## src/rtl/deser_flex_pkg.sv

```systemverilog
// Shared types and helpers for the flexible-width deserialiser.
package deser_flex_pkg;

  typedef enum logic {
    IDLE = 1'b0,
    ACC  = 1'b1
  } state_t;

  // A zero or out-of-range length means "a full word".
  function automatic int eff_len(input int len, input int beats);
    return (len == 0 || len > beats) ? beats : len;
  endfunction

endpackage

```

## src/rtl/deser_flex_out_reg.sv

```systemverilog
// Valid/ready output register. A completion that arrives while a word is
// still held is dropped and flagged with a one-cycle overflow pulse.
module deser_flex_out_reg #(
  parameter int DATA_W = 16,
  parameter int LEN_W  = 5
) (
  input  logic              clk,
  input  logic              rst_n,
  input  logic              load,
  input  logic [DATA_W-1:0] load_data,
  input  logic [LEN_W-1:0]  load_beats,
  input  logic              ready,
  output logic [DATA_W-1:0] data,
  output logic [LEN_W-1:0]  beats,
  output logic              valid,
  output logic              overflow
);

  logic free;
  assign free = !valid || ready;

  always_ff @(posedge clk or negedge rst_n) begin
    if (!rst_n) begin
      data     <= '0;
      beats    <= '0;
      valid    <= 1'b0;
      overflow <= 1'b0;
    end else begin
      overflow <= load && !free;
      if (load && free) begin
        data  <= load_data;
        beats <= load_beats;
        valid <= 1'b1;
      end else if (ready) begin
        valid <= 1'b0;
      end
    end
  end

endmodule

```

## src/rtl/deser_flex.sv

```systemverilog
// Deserialiser: packs LANES-bit beats into DATA_W-bit words of run-time
// selectable length, MSB- or LSB-first, with flush of partial words.
module deser_flex
  import deser_flex_pkg::*;
#(
  parameter  int DATA_W = 16,
  parameter  int LANES  = 1,
  localparam int BEATS  = DATA_W / LANES,
  localparam int LEN_W  = $clog2(BEATS + 1)
) (
  input  logic              clk_i,
  input  logic              arst_n_i,
  input  logic [LANES-1:0]  data_i,
  input  logic              data_val_i,
  input  logic [LEN_W-1:0]  len_i,
  input  logic              msb_first_i,
  input  logic              flush_i,
  output logic [DATA_W-1:0] deser_data_o,
  output logic [LEN_W-1:0]  deser_beats_o,
  output logic              deser_data_val_o,
  input  logic              deser_data_ready_i,
  output logic              overflow_o
);

  if (DATA_W % LANES != 0) begin : g_bad_cfg
    $error("deser_flex: DATA_W must be a multiple of LANES");
  end

  state_t            state;
  logic [LEN_W-1:0]  cnt;
  logic [LEN_W-1:0]  len_q;
  logic              msb_q;
  logic [DATA_W-1:0] acc;

  logic [LEN_W-1:0]  eff;
  logic [LEN_W-1:0]  word_len;
  logic              word_msb;
  logic [LEN_W-1:0]  cnt_nxt;
  logic [DATA_W-1:0] acc_nxt;
  logic              cmpl;
  logic [DATA_W-1:0] cmpl_data;
  logic [LEN_W-1:0]  cmpl_beats;

  // Length and mode are latched on the first beat; acc and cnt are zero in IDLE.
  always_comb begin
    eff      = LEN_W'(eff_len(int'(len_i), BEATS));
    word_len = (state == IDLE) ? eff : len_q;
    word_msb = (state == IDLE) ? msb_first_i : msb_q;
    cnt_nxt  = cnt + 1'b1;
    if (word_msb) acc_nxt = (acc << LANES) | DATA_W'(data_i);
    else          acc_nxt = acc | (DATA_W'(data_i) << (LANES * int'(cnt)));
    cmpl       = 1'b0;
    cmpl_data  = acc;
    cmpl_beats = cnt;
    if (data_val_i) begin
      cmpl       = (cnt_nxt == word_len) || flush_i;
      cmpl_data  = acc_nxt;
      cmpl_beats = cnt_nxt;
    end else if (flush_i && state == ACC) begin
      cmpl = 1'b1;
    end
  end

  always_ff @(posedge clk_i or negedge arst_n_i) begin
    if (!arst_n_i) begin
      state <= IDLE;
      cnt   <= '0;
      acc   <= '0;
      len_q <= '0;
      msb_q <= 1'b0;
    end else if (cmpl) begin
      state <= IDLE;
      cnt   <= '0;
      acc   <= '0;
    end else if (data_val_i) begin
      state <= ACC;
      cnt   <= cnt_nxt;
      acc   <= acc_nxt;
      if (state == IDLE) begin
        len_q <= eff;
        msb_q <= msb_first_i;
      end
    end
  end

  deser_flex_out_reg #(
    .DATA_W (DATA_W),
    .LEN_W  (LEN_W)
  ) u_out_reg (
    .clk        (clk_i),
    .rst_n      (arst_n_i),
    .load       (cmpl),
    .load_data  (cmpl_data),
    .load_beats (cmpl_beats),
    .ready      (deser_data_ready_i),
    .data       (deser_data_o),
    .beats      (deser_beats_o),
    .valid      (deser_data_val_o),
    .overflow   (overflow_o)
  );

endmodule

```

## config.mk

```make
export PLATFORM = sky130hd
export DESIGN_NAME = deser_flex
export DESIGN_NICKNAME = d
export VERILOG_FILES = /design/src/rtl/deser_flex_pkg.sv /design/src/rtl/deser_flex_out_reg.sv /design/src/rtl/deser_flex.sv
export SDC_FILE = /design/constraint.sdc
export NUM_CORES = 1
export LEC_CHECK = 0
export CAP_MARGIN = 10
export CELL_PAD_IN_SITES_DETAIL_PLACEMENT = 1
export CELL_PAD_IN_SITES_GLOBAL_PLACEMENT = 2
export CORE_AREA = 5 5 129 70
export CTS_BUF_LIST = sky130_fd_sc_hd__clkbuf_16
export DETAILED_ROUTE_END_ITERATION = 8
export DIE_AREA = 0 0 134 75
export PLACE_DENSITY = 0.84
export SYNTH_ARGS = -nofsm -noshare
export SYNTH_HDL_FRONTEND = slang
export SYNTH_HIERARCHICAL = 1
export SYNTH_SLANG_ARGS = --single-unit
```

## constraint.sdc

```tcl
create_clock -name clk_i -period 2.8 [get_ports clk_i]
set_input_delay 0.56 -clock clk_i [delete_from_list [all_inputs] [get_ports clk_i]]
set_output_delay 0.56 -clock clk_i [all_outputs]
set_load 0.03 [all_outputs]
```

==> impl_metrics.yaml <==
place:
  dpl-instance-area_um2: 3194
  dp_slack_ns: -1.024
  place_hpwl_um: 4719
  placedCellCount: 389
  io_buffers: 34
  place_congestion: 0.7506
clock_tree:
  htree_num_levels: 2
  clkTransAtPathRegs_ns: 0.06
  clockBufferDepth: 2
  cts_tree: "yes"
  numCtsBuffers: 5
  cts.sinks: 51
  worstSkewPairLatency_ns: 0.30
  cts-root-buf: "clkbuf_16"
synth:
  synth_edf_count: 0
  synth_area_um2: 2648
  syn_inst: 249
  yosys.area_share.simple: 0.1413
  synth_seq_area_share: 0.4820
  synth-compound-area-share: 0.1158
  synth_xor_area_frac: 0.03308
  synth_seq_cells: 51
  synth_flop_cell: "dfrtp_1"
  synth.avg_cell_area_um2: 10.63
  synth_top_family_by_area: "multiplexers"
  synth_cell_types: 43
  synthArstFlopShare: 1.000
  yosys_warnings: 6
  synth_fa_ha_area_frac: 0.009452
  synth_mux_area_frac: 0.1531
  synth_fp_nets: 263
die:
  ios: 35
  die_y_um: 75
  die-width_um: 134
  core_area_um2: 7741
  die_area_um2: 10050
  start_util: 0.3420
  rows: 23
pwr:
  peakVddDrop_mv: 0.4724
  finalPower_mw: 3.440
  switching_share: 0.3788
  clockPowerShare: 0.172
  seqPwrFrac: 0.350
  p_leak_nw: 1.716
  p_int_mw: 2.137
  power.density_nw_per_um2: 981.5
  p_sw_mw: 1.303
  comb_power_share: 0.478
routing:
  drt-vias-per-instance: 4.852
  drt-initial-drc-count: 86
  drt.antenna.violating_nets: 0
  drc: 0
  routed_wl_um: 6951
  drt_pass1_iterations: 4
  vias: 1965
  avgRoutedWirePerCell_um: 17.16
cells_and_area:
  drive_above_1_share: 0.2295
  syn_to_final_growth_pct: 32.37
  final_util: 0.4527
  stdcell_area_um2: 3505
  final_cells: 405
  fin_nets: 318
  diodes: 0
critical_path:
  critPathLaunchType: "input pin"
  path_class: "input pin to flop"
  startpoint: "len_i[1]"
  crit_arrival_ns: 3.31
  rr_startpoint: "cnt[1]"
  cp_max_fo: 7
  end_kind: "flop"
  cp.required_ns: 2.97
global_route:
  grt_max_degree: 52
  grt.overflow.total: 0
  antenna_found_initial: 0
  grt_pass1_vias: 2096
  grt_pass1_wl_um: 11010
  track_usage: 0.1425
timing:
  slew_headroom: 0.5532
  drv_slew: 0
  tightest_slew_ns: 0.6703
  hold_ws_ns: 0.3747
  rsz0062_at_grt: "true"
  fmax_mhz: 318.5
  setup_viol: 49
  min_period_ns: 3.139
  tns_ns: -12.60
  skew_ns: 0.01182
  finalHoldViolCount: 0
  finalWorstSetupSlack_ns: -0.3395
  fin_crit_sh: 1.121
run_status:
  status: "complete, but fails checks"
  violations: "setup timing"
hold_path:
  hp-class: "input pin to async pin"
run:
  maxCapViolations: 0
-- placed cells by master, fill, tap and decap left out, types with 2 or more instances in the layout --
master | synthesis | layout
a21oi_1 | 19 | 19
and2_1 | 3 | 3
buf_12 | 2 | 3
buf_2 | 1 | 2
buf_4 | 2 | 15
buf_6 | 0 | 6
clkbuf_16 | 0 | 7
clkdlybuf4s50_1 | 0 | 29
clkinv_1 | 0 | 2
dfrtp_1 | 51 | 51
inv_1 | 24 | 25
mux2_2 | 2 | 2
mux2_4 | 20 | 22
mux2i_1 | 6 | 6
nand2_1 | 22 | 22
nand2b_1 | 3 | 3
nand3_1 | 4 | 4
nor2_1 | 27 | 27
nor2b_1 | 6 | 6
nor3b_1 | 3 | 3
o21ai_0 | 14 | 14
xnor2_1 | 5 | 5
xor2_1 | 5 | 5
-- final timing paths --
| kind | to | slack (ns) | cells past startpoint |
|---|---|---|---|
| min in group clk_i | msb_q | 0.51 | 1 |
| min reg2reg | msb_q | 0.51 | 1 |
| max | u_out_reg/data[12] | -0.34 | 12 |
| min | u_out_reg/overflow | 0.37 | 2 |
| max in group asynchronous | u_out_reg/data[3] | 1.97 | 2 |
| max reg2reg | u_out_reg/data[12] | 0.22 | 10 |
-- Yosys cell counts (2+ instances only) --
library cell | n | area, µm²
a21oi_1 | 19 | 95.09
and2_1 | 3 | 18.77
buf_12 | 2 | 40.04
buf_4 | 2 | 15.01
clkbuf_1 | 5 | 18.77
dfrtp_1 | 51 | 1276
ha_1 | 2 | 25.02
inv_1 | 24 | 90.09
mux2_1 | 2 | 22.52
mux2_2 | 2 | 22.52
mux2_4 | 20 | 300.3
mux2i_1 | 6 | 60.06
nand2_1 | 22 | 82.58
nand2b_1 | 3 | 18.77
nand3_1 | 4 | 20.02
nor2_1 | 27 | 101.4
nor2b_1 | 6 | 37.54
nor3b_1 | 3 | 22.52
o21ai_0 | 14 | 70.07
xnor2_1 | 5 | 43.79
xor2_1 | 5 | 43.79
-- cells by family (layout without fill, tap and decap cells) --
logic type | after synthesis | in the layout
xor gates and xnor gates | 10 | 10
AOI/OAI and AO/OA | 45 | 45
DFF | 51 | 51
adders and majority gates | 2 | 2
buffers and inverters | 35 | 91
muxes | 30 | 30
and+or+nand+nor | 76 | 76
-- per-layer routing --
layer	GRT usage	routed length (µm)	up-vias
li1	-	-	936
met1	0.2021	3632	974
met2	0.2163	2800	44
met3	0.04406	441	11
met4	0.03193	76	0
met5	0	0	-
-- registers in the layout, summed over array words and instances, names as in the netlist --
register / flops
len_q: 5
state: 1
u_out_reg/data: 16
u_out_reg/beats: 5
cnt: 5
acc: 16
u_out_reg/valid: 1
u_out_reg/overflow: 1
msb_q: 1
-- power by group through the flow --
stage,Combinational (mW),Clock [mW],Sequential [mW]
4_1_cts,1.60,0.611,1.21
2_1_floorplan,0.760,0,1.43
6_report,1.65,0.592,1.20
3_5_place_dp,1.53,0,1.21
3_3_place_gp,1.50,0,1.21
5_1_grt,1.78,0.645,1.24
-- worst max-delay path, stage by stage --
cell       delay, ns
buf_6           0.09
or4_4           0.53
ha_4            0.23
or3b_4          0.37
a21o_1          0.20
a2111oi_4       0.35
a311oi_2        0.11
a211oi_2        0.17
buf_4           0.17
nand2_8         0.09
buf_12          0.15
mux2_4          0.29
-- timing repair --
item | in CTS | in global routing
setup buffers | 3 | 3
setup endpoints to repair | 51 | 51
resized for setup | 22 | 7
endpoints found under the hold margin | 0 | 0
hold buffers | 0 | 0
cloned | 1 | 3
pin swaps | 9 | 10
-- area by class of cell --
class                      count  area, µm²
fill                         846       4237
sequential                    51       1276
multi-input combinational    163       1249
timing repair buffer          59      628.1
clock buffer                   5      125.1
tap                          100      125.1
inverter                      24      90.09
clock inverter                 3      11.26
No activity file was read; power rests on OpenSTA's default activity.
